### src/rtl/lsu_pkg.sv
// Shared definitions for the load/store sub-word controller: funct3 encodings,
// FSM state type and access-legality helpers.
package lsu_pkg;

  localparam logic [2:0] F3_B  = 3'b000;
  localparam logic [2:0] F3_H  = 3'b001;
  localparam logic [2:0] F3_W  = 3'b010;
  localparam logic [2:0] F3_BU = 3'b100;
  localparam logic [2:0] F3_HU = 3'b101;

  typedef enum logic {
    IDLE     = 1'b0,
    MERGE_WR = 1'b1
  } lsu_state_t;

  function automatic logic is_misaligned(input logic [2:0] funct3, input logic [1:0] addr_lo);
    logic mis;
    case (funct3)
      F3_H, F3_HU: mis = addr_lo[0];
      F3_W:        mis = |addr_lo;
      default:     mis = 1'b0;
    endcase
    return mis;
  endfunction

  // Stores only know B/H/W; loads additionally accept the unsigned variants.
  function automatic logic is_legal(input logic we, input logic [2:0] funct3,
                                    input logic [1:0] addr_lo);
    logic f3_ok;
    if (we) f3_ok = (funct3 == F3_B) || (funct3 == F3_H) || (funct3 == F3_W);
    else    f3_ok = (funct3 == F3_B) || (funct3 == F3_H) || (funct3 == F3_W) ||
                    (funct3 == F3_BU) || (funct3 == F3_HU);
    return f3_ok && !is_misaligned(funct3, addr_lo);
  endfunction

endpackage

### src/rtl/lsu_lane_align.sv
// Combinational lane steering: extracts/extends load lanes and merges store
// lanes into an existing memory word.
module lsu_lane_align
  import lsu_pkg::*;
(
  input  logic [31:0] mem_rd,
  input  logic [1:0]  addr_lo,
  input  logic [2:0]  funct3,
  input  logic [31:0] wdata,
  output logic [31:0] load_data,
  output logic [31:0] merge_data
);

  function automatic logic [31:0] load_extend(input logic [31:0] word, input logic [1:0] lo,
                                              input logic [2:0] f3);
    logic [7:0]  b;
    logic [15:0] h;
    logic [31:0] res;
    b = word[{lo, 3'b000} +: 8];
    h = lo[1] ? word[31:16] : word[15:0];
    case (f3)
      F3_B:    res = {{24{b[7]}}, b};
      F3_BU:   res = {24'd0, b};
      F3_H:    res = {{16{h[15]}}, h};
      F3_HU:   res = {16'd0, h};
      default: res = word;
    endcase
    return res;
  endfunction

  function automatic logic [31:0] store_merge(input logic [31:0] old_word, input logic [31:0] wd,
                                              input logic [1:0] lo, input logic [2:0] f3);
    logic [31:0] w;
    w = old_word;
    case (f3)
      F3_B: w[{lo, 3'b000} +: 8] = wd[7:0];
      F3_H: begin
        if (lo[1]) w[31:16] = wd[15:0];
        else       w[15:0]  = wd[15:0];
      end
      default: w = wd;
    endcase
    return w;
  endfunction

  assign load_data  = load_extend(mem_rd, addr_lo, funct3);
  assign merge_data = store_merge(mem_rd, wdata, addr_lo, funct3);

endmodule

### src/rtl/lsu_subword_ctrl.sv
// Load/store unit adding RV32I byte/halfword access on top of a word-only data
// memory; sub-word stores run as a two-cycle read-modify-write.
module lsu_subword_ctrl
  import lsu_pkg::*;
#(
  parameter int XLEN = 32
) (
  input  logic            clk,
  input  logic            rst_n,
  input  logic            req_valid,
  output logic            req_ready,
  input  logic            req_we,
  input  logic [2:0]      req_funct3,
  input  logic [XLEN-1:0] req_addr,
  input  logic [XLEN-1:0] req_wdata,
  output logic            resp_valid,
  output logic [XLEN-1:0] resp_rdata,
  output logic            resp_err,
  output logic            mem_re,
  output logic            mem_we,
  output logic [XLEN-1:0] mem_a,
  output logic [XLEN-1:0] mem_wd,
  input  logic [XLEN-1:0] mem_rd
);

  lsu_state_t      state_reg;
  logic            resp_valid_reg;
  logic            resp_err_reg;
  logic [XLEN-1:0] resp_rdata_reg;
  logic [XLEN-1:0] merge_reg;
  logic [29:0]     word_addr_reg;

  logic [31:0] load_data;
  logic [31:0] merge_data;
  logic        in_idle;
  logic        accept;
  logic        legal;
  logic        is_store_w;

  assign in_idle    = (state_reg == IDLE);
  assign accept     = in_idle && req_valid;
  assign legal      = is_legal(req_we, req_funct3, req_addr[1:0]);
  assign is_store_w = req_we && (req_funct3 == F3_W);

  lsu_lane_align u_align (
    .mem_rd     (mem_rd),
    .addr_lo    (req_addr[1:0]),
    .funct3     (req_funct3),
    .wdata      (req_wdata),
    .load_data  (load_data),
    .merge_data (merge_data)
  );

  assign req_ready = in_idle;

  // Enables are gated by rst_n so nothing reaches memory while reset is held.
  assign mem_re = rst_n && accept && legal && !is_store_w;
  assign mem_we = rst_n && ((state_reg == MERGE_WR) || (accept && legal && is_store_w));
  assign mem_a  = in_idle ? {req_addr[31:2], 2'b00} : {word_addr_reg, 2'b00};
  assign mem_wd = in_idle ? req_wdata : merge_reg;

  assign resp_valid = resp_valid_reg;
  assign resp_rdata = resp_rdata_reg;
  assign resp_err   = resp_err_reg;

  always_ff @(posedge clk or negedge rst_n) begin
    if (!rst_n) begin
      state_reg      <= IDLE;
      resp_valid_reg <= 1'b0;
      resp_rdata_reg <= '0;
      resp_err_reg   <= 1'b0;
      merge_reg      <= '0;
      word_addr_reg  <= '0;
    end else begin
      resp_valid_reg <= 1'b0;
      case (state_reg)
        IDLE: begin
          if (req_valid) begin
            if (!legal) begin
              resp_valid_reg <= 1'b1;
              resp_err_reg   <= 1'b1;
              resp_rdata_reg <= '0;
            end else if (!req_we) begin
              resp_valid_reg <= 1'b1;
              resp_err_reg   <= 1'b0;
              resp_rdata_reg <= load_data;
            end else if (is_store_w) begin
              resp_valid_reg <= 1'b1;
              resp_err_reg   <= 1'b0;
              resp_rdata_reg <= '0;
            end else begin
              // Sub-word store: hold the merged word and write it next cycle.
              merge_reg     <= merge_data;
              word_addr_reg <= req_addr[31:2];
              state_reg     <= MERGE_WR;
            end
          end
        end
        MERGE_WR: begin
          state_reg      <= IDLE;
          resp_valid_reg <= 1'b1;
          resp_err_reg   <= 1'b0;
          resp_rdata_reg <= '0;
        end
        default: state_reg <= IDLE;
      endcase
    end
  end

endmodule

### config.mk
export PLATFORM = sky130hd
export DESIGN_NAME = lsu_subword_ctrl
export DESIGN_NICKNAME = d
export VERILOG_FILES = /design/src/rtl/lsu_pkg.sv /design/src/rtl/lsu_lane_align.sv /design/src/rtl/lsu_subword_ctrl.sv
export SDC_FILE = /design/constraint.sdc
export NUM_CORES = 1
export LEC_CHECK = 0
export ABC_AREA = 1
export CORE_ASPECT_RATIO = 1.5
export CORE_UTILIZATION = 50
export DETAILED_ROUTE_END_ITERATION = 6
export PLACE_DENSITY = 0.84
export REMOVE_ABC_BUFFERS = 1
export SLEW_MARGIN = 0
export SYNTH_ARGS = -nofsm -noshare
export SYNTH_HDL_FRONTEND = slang
export SYNTH_HIERARCHICAL = 1
export SYNTH_SLANG_ARGS = --single-unit
### constraint.sdc
create_clock -name clk -period 2.5 [get_ports clk]
set_input_delay 0.625 -clock clk [delete_from_list [all_inputs] [get_ports clk]]
set_output_delay 0.625 -clock clk [all_outputs]
set_load 0.03 [all_outputs]
======== After elaboration in Yosys (flattened, before gate mapping) ========
Cells that the tools add are included.
cells by class
  bitwise logic cells ..................... 2
  shifts and indexed selects .............. 3
  reductions and logical operators ........ 21
  add/sub/neg operators ................... 1
  mux-type cells .......................... 30
  equality and inequality tests ........... 6
operators with widths
  cell                                                                      count
  32-bit two-way mux                                                        6
  32-bit case mux with 2 select lines                                       2
  32-bit case mux with 4 select lines                                       1
  16-bit two-way mux                                                        3
  32-bit bitwise mux                                                        1
  8-bit by 7-bit variable shift with 32-bit output (first input constant)   1
  32-bit by 6-bit indexed part select with 8-bit output                     1
  8-bit by 7-bit indexed part select with 32-bit output                     1
  1-bit two-way mux                                                         13
  1-bit logical AND                                                         9
  1-bit case mux with 2 select lines                                        4
  5-bit negation with 7-bit output                                          1
  3-bit equality test (second input constant)                               2
  1-bit logical OR                                                          5
  5-bit AND reduction                                                       1
  4-bit by 3-bit inequality test with 1-bit output (second input constant)  1
  2-bit OR reduction                                                        2
  3-bit by 1-bit equality test with 1-bit output (second input constant)    1
  3-bit by 2-bit equality test with 1-bit output (second input constant)    1
  3-bit logical NOT                                                         1
  1-bit logical NOT                                                         2
  2-bit inequality test (second input constant)                             1
  1-bit NOT                                                                 2
  2-bit AND reduction                                                       1
word-level totals
  flip-flop bits (word level) ............. 97
  input port bits ......................... 103
  output and inout port bits .............. 101

======== Longest topological paths before layout ========
Gate-level depths: netlist (run 1).
  word-level depth ........................ 11
  mapped depth ............................ 11
  gate-level depth less buffers ........... 10

======== Cells and area by module ========
Netlist (run 1), hierarchy kept.
modules (own cells, without submodules)
  module            times used  sequential area each (µm²)  area each (µm²)  cells an instance
  lsu_subword_ctrl  1           2427.3                      4682.0           640
  lsu_lane_align    1           0.0                         2220.9           480

======== Worst setup path before layout (run 1) ========
No wires, ideal clock.
  kind .................................... in2out
  start ................................... in req_funct3[2]
  end ..................................... out mem_re
  stages on the path ...................... 8
  required time ........................... 1.875 ns
  setup slack ............................. 0.251 ns
  arrival ................................. 1.624 ns
  path through ............................ nor2_2 > nand2_1 > nand2_1 > nand2_1 > buf_6 > nor2_1 > nand2_1 > nor2_1
between the ends
  cells in the longest elaborated chain, start to end .. 9
RTL lines
  element                                                                              line                                         RTL
  from (decl)                                                                          lsu_subword_ctrl.sv:13                       input logic [2:0] req_funct3,
  3-bit by 1-bit equality test with 1-bit output or 3-bit logical NOT (tied branches)  lsu_pkg.sv:18, lsu_pkg.sv:30, lsu_pkg.sv:31
  1-bit logical OR (2 in series)                                                       lsu_pkg.sv:30, lsu_pkg.sv:31
  1-bit logical OR                                                                     lsu_pkg.sv:31                                else f3_ok = (funct3 == F3_B) || (funct3 == F3_H) || (funct3 == F3_W) ||
  1-bit logical OR                                                                     lsu_pkg.sv:32                                (funct3 == F3_BU) || (funct3 == F3_HU);
  1-bit two-way mux                                                                    lsu_pkg.sv:30                                if (we) f3_ok = (funct3 == F3_B) || (funct3 == F3_H) || (funct3 == F3_W);
  1-bit logical AND                                                                    lsu_pkg.sv:33                                return f3_ok && !is_misaligned(funct3, addr_lo);
  1-bit logical AND                                                                    lsu_subword_ctrl.sv:57                       assign mem_re = rst_n && accept && legal && !is_store_w;
  1-bit logical AND (*)                                                                lsu_subword_ctrl.sv:57
  to (decl)                                                                            lsu_subword_ctrl.sv:19                       output logic mem_re,
Mark *: on every way between the ends. The rest lies on a longest branch, timed or not.

======== Final worst setup path (run 1) ========
  start ................................... in req_valid
  end ..................................... out mem_re
between the ends
  cells in the longest elaborated chain, start to end .. 4
RTL lines
  element                          line                    RTL
  from (decl)                      lsu_subword_ctrl.sv:10  input logic req_valid,
  1-bit logical AND                lsu_subword_ctrl.sv:41  assign accept = in_idle && req_valid;
  1-bit logical AND (3 in series)  lsu_subword_ctrl.sv:57
No other way between the ends.

==> results.txt, run 1 <==
CTS tree -> built
Total routing usage reported by global routing -> 31.4%
Worst slew margin relative to its limit -> 63.2%
Post-Synthesis Cells -> 1120
Most common cell after layout, fill and taps aside -> sky130_fd_sc_hd__nand2_1
Area of the die -> 14300 um2
CTS HTree Levels -> 3
Pins over their slew limit -> 0
Initial cell density of the core -> 51.3%
Final setup TNS -> 0 ns
Number of hold buffers added after cts -> 0
F_max -> 421 MHz
Startpoint of the worst register-to-register path -> state_reg$_DFF_PN0_
Floorplan row count -> 52
CTS root buffer -> sky130_fd_sc_hd__clkbuf_16
Syn. warnings -> 6
Port Buffers -> 201
Number of vias after detailed routing -> 7900
Max FO, Critical Path -> 2
Final hold vios -> 0
Final weighted congestion of routability-driven global placement -> 0.909
Combined area of the multi-input logic cells -> 3920 um2
Proportion of register bits with asynchronous set or reset after synthesis -> 100%
Post-synth EDFFs -> 0
Leakage power of the design -> 5.01 nW
Average wire length per cell after detail routing -> 15.3 um
Core area -> 13500 um2
Predominant post-synthesis flop cell -> sky130_fd_sc_hd__dfrtp_1
ANT nets after route -> 0
Synthesis-stage register bit count -> 97
Area overhead of the layout relative to synthesis -> 38.5%
Distinct cell type count of the synthesized netlist -> 29
Number of remaining DRC errors -> 15
Global-route wire length before repair -> 35900 um
Width of the die -> 97.9 um
Proportion of layout cells with a drive suffix above 1 -> 12.3%
Maximum number of buffers from clock root to sink -> 2
Register-to-Register Setup Slack -> 0.73 ns
GR Overflow Total -> 0
Setup-failing EPs final -> 0
Period utilisation layout -> 95.0%
Clock buffer count from CTS -> 9
Overall die height -> 146 um
Clock latency on the worst-skew pair -> 0.35 ns
Worst path required time -> 1.88 ns
Register area -> 2430 um2
Sum of net half-perimeters after detailed placement -> 16500 um
Number of DRC violations after detailed-routing iteration 0 -> 647
Sort of element at the end of the critical path -> output port
CP Data Arrival Time -> 1.75 ns
Number of antenna violations at the first check in global routing -> 0
Fraction of the yosys area taken by sequential cells -> 35.2%
End of the worst register-to-register path -> merge_reg[20]$_DFFE_PN0P_
Clock transition at path regs -> 0.07 ns
Most frequent cells in the layout -> sky130_fd_sc_hd__nand2_1, sky130_fd_sc_hd__clkdlybuf4s50_1, sky130_fd_sc_hd__nand3_1, sky130_fd_sc_hd__dfrtp_1
Detailed Route WL -> 22600 um
Worst setup SP type -> input pin
Violated checks -> DRC
Share of the core filled with cells -> 71.0%
Vias in the first global route -> 7179
Status -> finished, violations left
Largest voltage drop on the vdd net -> 0.307 mV
Maximum number of pins on one net before global-route repair -> 98
Min-delay worst type -> input pin to asynchronous set/reset pin
Critical path type -> input pin to output port
Cell Pwr Density -> 508 nW/um2
Total iterations of the first detailed-routing run -> 7
Length in cells of the worst reg-to-reg path -> 6
Max-Cap Viols -> 0
Worst Clk Skew -> 0.0107 ns
Minimum period implied by the final worst setup slack -> 2.38 ns
DR vias/cell -> 5.36
Post-Synthesis Mean Instance Area -> 6.16 um2
TritonCTS sink count -> 97
Total number of nets in the final design -> 1416
Summed instance area of the synthesized netlist -> 6900 um2
Diodes inserted -> 0
Boundary pin count -> 204
Least-Margin Pin Slew -> 0.553 ns
Hold Worst Slack -> 0.413 ns
Number of filler instances in the final layout -> 1151
[cell usage after synthesis (2+ instances only)]
cell type,count,area share (%)
sky130_fd_sc_hd__inv_2,3,0.16
sky130_fd_sc_hd__o211ai_1,6,0.65
sky130_fd_sc_hd__buf_2,24,1.7
sky130_fd_sc_hd__buf_4,6,0.65
sky130_fd_sc_hd__nor2_8,2,0.58
sky130_fd_sc_hd__nand2_1,558,30
sky130_fd_sc_hd__ha_1,5,0.91
sky130_fd_sc_hd__o21ai_1,9,0.65
sky130_fd_sc_hd__nand3_1,120,8.7
sky130_fd_sc_hd__dfrtp_1,97,35
sky130_fd_sc_hd__nand2_2,11,1.0
sky130_fd_sc_hd__nor2_1,59,3.2
sky130_fd_sc_hd__or2_2,7,0.63
sky130_fd_sc_hd__nor2_2,2,0.18
sky130_fd_sc_hd__a21oi_1,34,2.5
sky130_fd_sc_hd__clkbuf_1,26,1.4
sky130_fd_sc_hd__o21ai_0,82,5.9
sky130_fd_sc_hd__buf_1,6,0.33
sky130_fd_sc_hd__buf_6,9,1.5
sky130_fd_sc_hd__nand4_1,3,0.27
sky130_fd_sc_hd__inv_1,43,2.3
[worst max-delay path, stage by stage]
cell and delay [ns]:
sky130_fd_sc_hd__clkdlybuf4s50_1 0.48, sky130_fd_sc_hd__inv_1 0.07, sky130_fd_sc_hd__nor2_2 0.10, sky130_fd_sc_hd__inv_1 0.06, sky130_fd_sc_hd__nor2_2 0.11, sky130_fd_sc_hd__nand2_1 0.07, sky130_fd_sc_hd__nor2_2 0.09, sky130_fd_sc_hd__buf_6 0.14
[repair_timing]
item	in CTS	in global routing
buffers inserted	0	2
pin swaps	0	1
endpoints found under the setup margin	2	29
resized for setup	3	7
[how the worst max path moves through the flow]
stage / cells past startpoint / from / slack [ns] / end
after floorplan: 7 / req_funct3[2] / -0.49 / mem_re
after global placement: 11 / req_addr[0] / -0.06 / merge_reg[22]$_DFFE_PN0P_
after detailed placement: 11 / req_addr[0] / -0.13 / merge_reg[22]$_DFFE_PN0P_
after CTS: 9 / req_funct3[2] / 0.004 / mem_re
after global routing: 8 / req_valid / -0.01 / mem_re
final: 8 / req_valid / 0.12 / mem_re
[kinds of logic after synthesis]
| kind of cell | Yosys count | share of synthesized area (%) |
|---|---|---|
| AOI/OAI and AO/OA | 132 | 9.90 |
| adders and majority gates | 5 | 0.906 |
| buffers and inverters | 118 | 8.32 |
| DFF | 97 | 35.2 |
| other | 1 | 0.0543 |
| and+or+nand+nor | 767 | 45.7 |
[metrics by stage]
stage | setup slack, ns | cell area [um2] | power [W] | std cells
2_1_floorplan | -0.486 | 6500 | 0.00281 | 1049
3_3_place_gp | -0.0599 | 9270 | 0.00355 | 1457
3_5_place_dp | -0.129 | 9270 | 0.00359 | 1457
4_1_cts | 0.00436 | 9530 | 0.00487 | 1473
5_1_grt | -0.0144 | 9560 | 0.00511 | 1475
6_report | 0.124 | 9560 | 0.00486 | 1475
[layout make-up]
| cell class | count | area share [%] |
|---|---|---|
| clock buffer | 12 | 2.47 |
| tap | 162 | 2.12 |
| timing repair buffer | 248 | 26.9 |
| multi-input combinational | 906 | 41.0 |
| inverter | 46 | 1.81 |
| clock inverter | 4 | 0.314 |
| sequential | 97 | 25.4 |
[where the power goes]
group	internal, W	switching (W)	leakage (nW)
clock	0.000676	0.000600	0.115
combinational	0.000653	0.000939	3.64
sequential	0.00185	0.000141	1.25
[per-layer routing]
layer	global-route usage (%)	part of all wire, %	up-vias
li1	-	-	3914
met1	38.7	39	3614
met2	55.0	51	328
met3	3.41	5.9	44
met4	13.4	3.6	0
met5	0	0	-
(Power assumes the default switching activity.)
==> inputs of run 2 (changes only) <==
--- a/config.mk
+++ b/config.mk
@@ -10,6 +10,7 @@
 export CORE_UTILIZATION = 50
 export DETAILED_ROUTE_END_ITERATION = 6
 export PLACE_DENSITY = 0.84
+export RECOVER_POWER = 25
 export REMOVE_ABC_BUFFERS = 1
 export SLEW_MARGIN = 0
 export SYNTH_ARGS = -nofsm -noshare
==> results.txt, run 2 (synthesized netlist as in run 1, its figures left out) <==
Initial cell density of the core -> 51.3%
Leakage power of the design -> 5.01 nW
Most common cell after layout, fill and taps aside -> sky130_fd_sc_hd__nand2_1
CP Data Arrival Time -> 1.76 ns
Cell Pwr Density -> 508 nW/um2
CTS root buffer -> sky130_fd_sc_hd__clkbuf_16
Worst path required time -> 1.88 ns
Final weighted congestion of routability-driven global placement -> 0.909
Total number of nets in the final design -> 1416
Number of filler instances in the final layout -> 1153
TritonCTS sink count -> 97
Global-route wire length before repair -> 35900 um
Startpoint of the worst register-to-register path -> state_reg$_DFF_PN0_
Violated checks -> DRC
Average wire length per cell after detail routing -> 15.4 um
Worst slew margin relative to its limit -> 9.95%
Least-Margin Pin Slew -> 1.35 ns
Clock transition at path regs -> 0.06 ns
Vias in the first global route -> 7179
Total routing usage reported by global routing -> 31.4%
Instance count along the most critical hold path -> 2
F_max -> 420 MHz
Clock buffer count from CTS -> 9
Maximum number of pins on one net before global-route repair -> 98
Clock latency on the worst-skew pair -> 0.34 ns
Overall die height -> 146 um
Proportion of layout cells with a drive suffix above 1 -> 12.3%
Max FO, Critical Path -> 2
Width of the die -> 97.9 um
Number of antenna violations at the first check in global routing -> 0
Worst Clk Skew -> 0.0102 ns
Number of DRC violations after detailed-routing iteration 0 -> 658
Sum of net half-perimeters after detailed placement -> 16500 um
Number of vias after detailed routing -> 7881
Boundary pin count -> 204
Most frequent cells in the layout -> sky130_fd_sc_hd__nand2_1, sky130_fd_sc_hd__clkdlybuf4s50_1, sky130_fd_sc_hd__nand3_1, sky130_fd_sc_hd__dfrtp_1
Core area -> 13500 um2
Largest voltage drop on the vdd net -> 0.307 mV
Min-delay worst type -> flip-flop to flip-flop
Cell count after placement -> 1457
Setup-failing EPs final -> 0
CTS tree -> built
Placed inst area -> 9270 um2
DR vias/cell -> 5.34
GR Overflow Total -> 0
Final hold vios -> 0
Number of remaining DRC errors -> 15
Critical path type -> input pin to output port
CTS HTree Levels -> 3
Register-to-Register Setup Slack -> 0.73 ns
Maximum number of buffers from clock root to sink -> 2
Max-Cap Viols -> 0
Non-Filler Cell Area, Final -> 9550 um2
Number of hold buffers added after cts -> 0
Destination of the worst hold path -> resp_rdata[0]$_DFFE_PN0P_
Status -> finished, violations left
Sort of element at the end of the critical path -> output port
Area of the die -> 14300 um2
End of the worst register-to-register path -> merge_reg[20]$_DFFE_PN0P_
Diodes inserted -> 0
Final setup TNS -> 0 ns
Port Buffers -> 201
Non-filler instance count after layout -> 1475
Share of the core filled with cells -> 70.9%
Final worst setup slack -> 0.120 ns
Length in cells of the worst reg-to-reg path -> 6
Pins over their slew limit -> 0
ANT nets after route -> 0
Worst setup SP type -> input pin
Detailed Route WL -> 22700 um
Period utilisation layout -> 95.2%
Minimum period implied by the final worst setup slack -> 2.38 ns
Total iterations of the first detailed-routing run -> 7
Critical hold path startpoint -> resp_rdata[0]$_DFFE_PN0P_
Floorplan row count -> 52
Setup slack after placement -> -0.129 ns
Area overhead of the layout relative to synthesis -> 38.4%
## run 2: cell types whose count changed in the layout (fill, tap and decap cells not counted), sizes merged
| cell | before | now |
|---|---|---|
| buf | 114 | 113 |
| clkbuf | 12 | 13 |
## run 2: what timing repair did
item	CTS	global route
gates resized for setup	3	7
pin swaps	0	1
setup endpoints to repair	2	29
buffers inserted	0	2
## run 2: worst max-delay path by stage
stage                        startpoint                         to  slack, ns  cells after the start
final                         req_valid                     mem_re       0.12                      8
after global placement      req_addr[0]  merge_reg[22]$_DFFE_PN0P_      -0.06                     11
after CTS                 req_funct3[2]                     mem_re      0.004                      9
after floorplan           req_funct3[2]                     mem_re      -0.49                      7
after global routing          req_valid                     mem_re      -0.01                      8
after detailed placement    req_addr[0]  merge_reg[22]$_DFFE_PN0P_      -0.13                     11
## run 2: final cells by class
class	instances	area [um2]	share of cell area, %
clock inverter	4	30.0	0.314
timing repair buffer	248	2560	26.8
tap	162	203	2.12
multi-input combinational	906	3920	41.0
sequential	97	2430	25.5
inverter	46	173	1.81
clock buffer	12	236	2.48
## run 2: power breakdown
group	switching, W	internal (W)	leakage (nW)
sequential	0.000141	0.00185	1.25
clock	0.000599	0.000676	0.115
combinational	0.000939	0.000651	3.64
total	0.00168	0.00317	5.01
## run 2: metal layers
metal	global-route usage, %	vias up	routed length [um]
met5	0	-	0
met3	3.41	49	1270
met2	55.0	311	11500
met1	38.7	3606	8990
li1	-	3915	-
met4	13.4	0	872
## run 2: stage by stage
| stage | total power (W) | hold slack, ns |
|---|---|---|
| 2_1_floorplan | 0.00281 | 0.329 |
| 3_3_place_gp | 0.00355 | 0.454 |
| 3_5_place_dp | 0.00359 | 0.461 |
| 4_1_cts | 0.00487 | 0.461 |
| 5_1_grt | 0.00511 | 0.492 |
| 6_report | 0.00485 | 0.475 |
## run 2: worst max-delay path, cell delays in order
cell                              delay, ns
sky130_fd_sc_hd__clkdlybuf4s50_1       0.49
sky130_fd_sc_hd__inv_1                 0.07
sky130_fd_sc_hd__nor2_2                0.10
sky130_fd_sc_hd__inv_1                 0.06
sky130_fd_sc_hd__nor2_2                0.11
sky130_fd_sc_hd__nand2_1               0.07
sky130_fd_sc_hd__nor2_2                0.09
sky130_fd_sc_hd__buf_6                 0.14
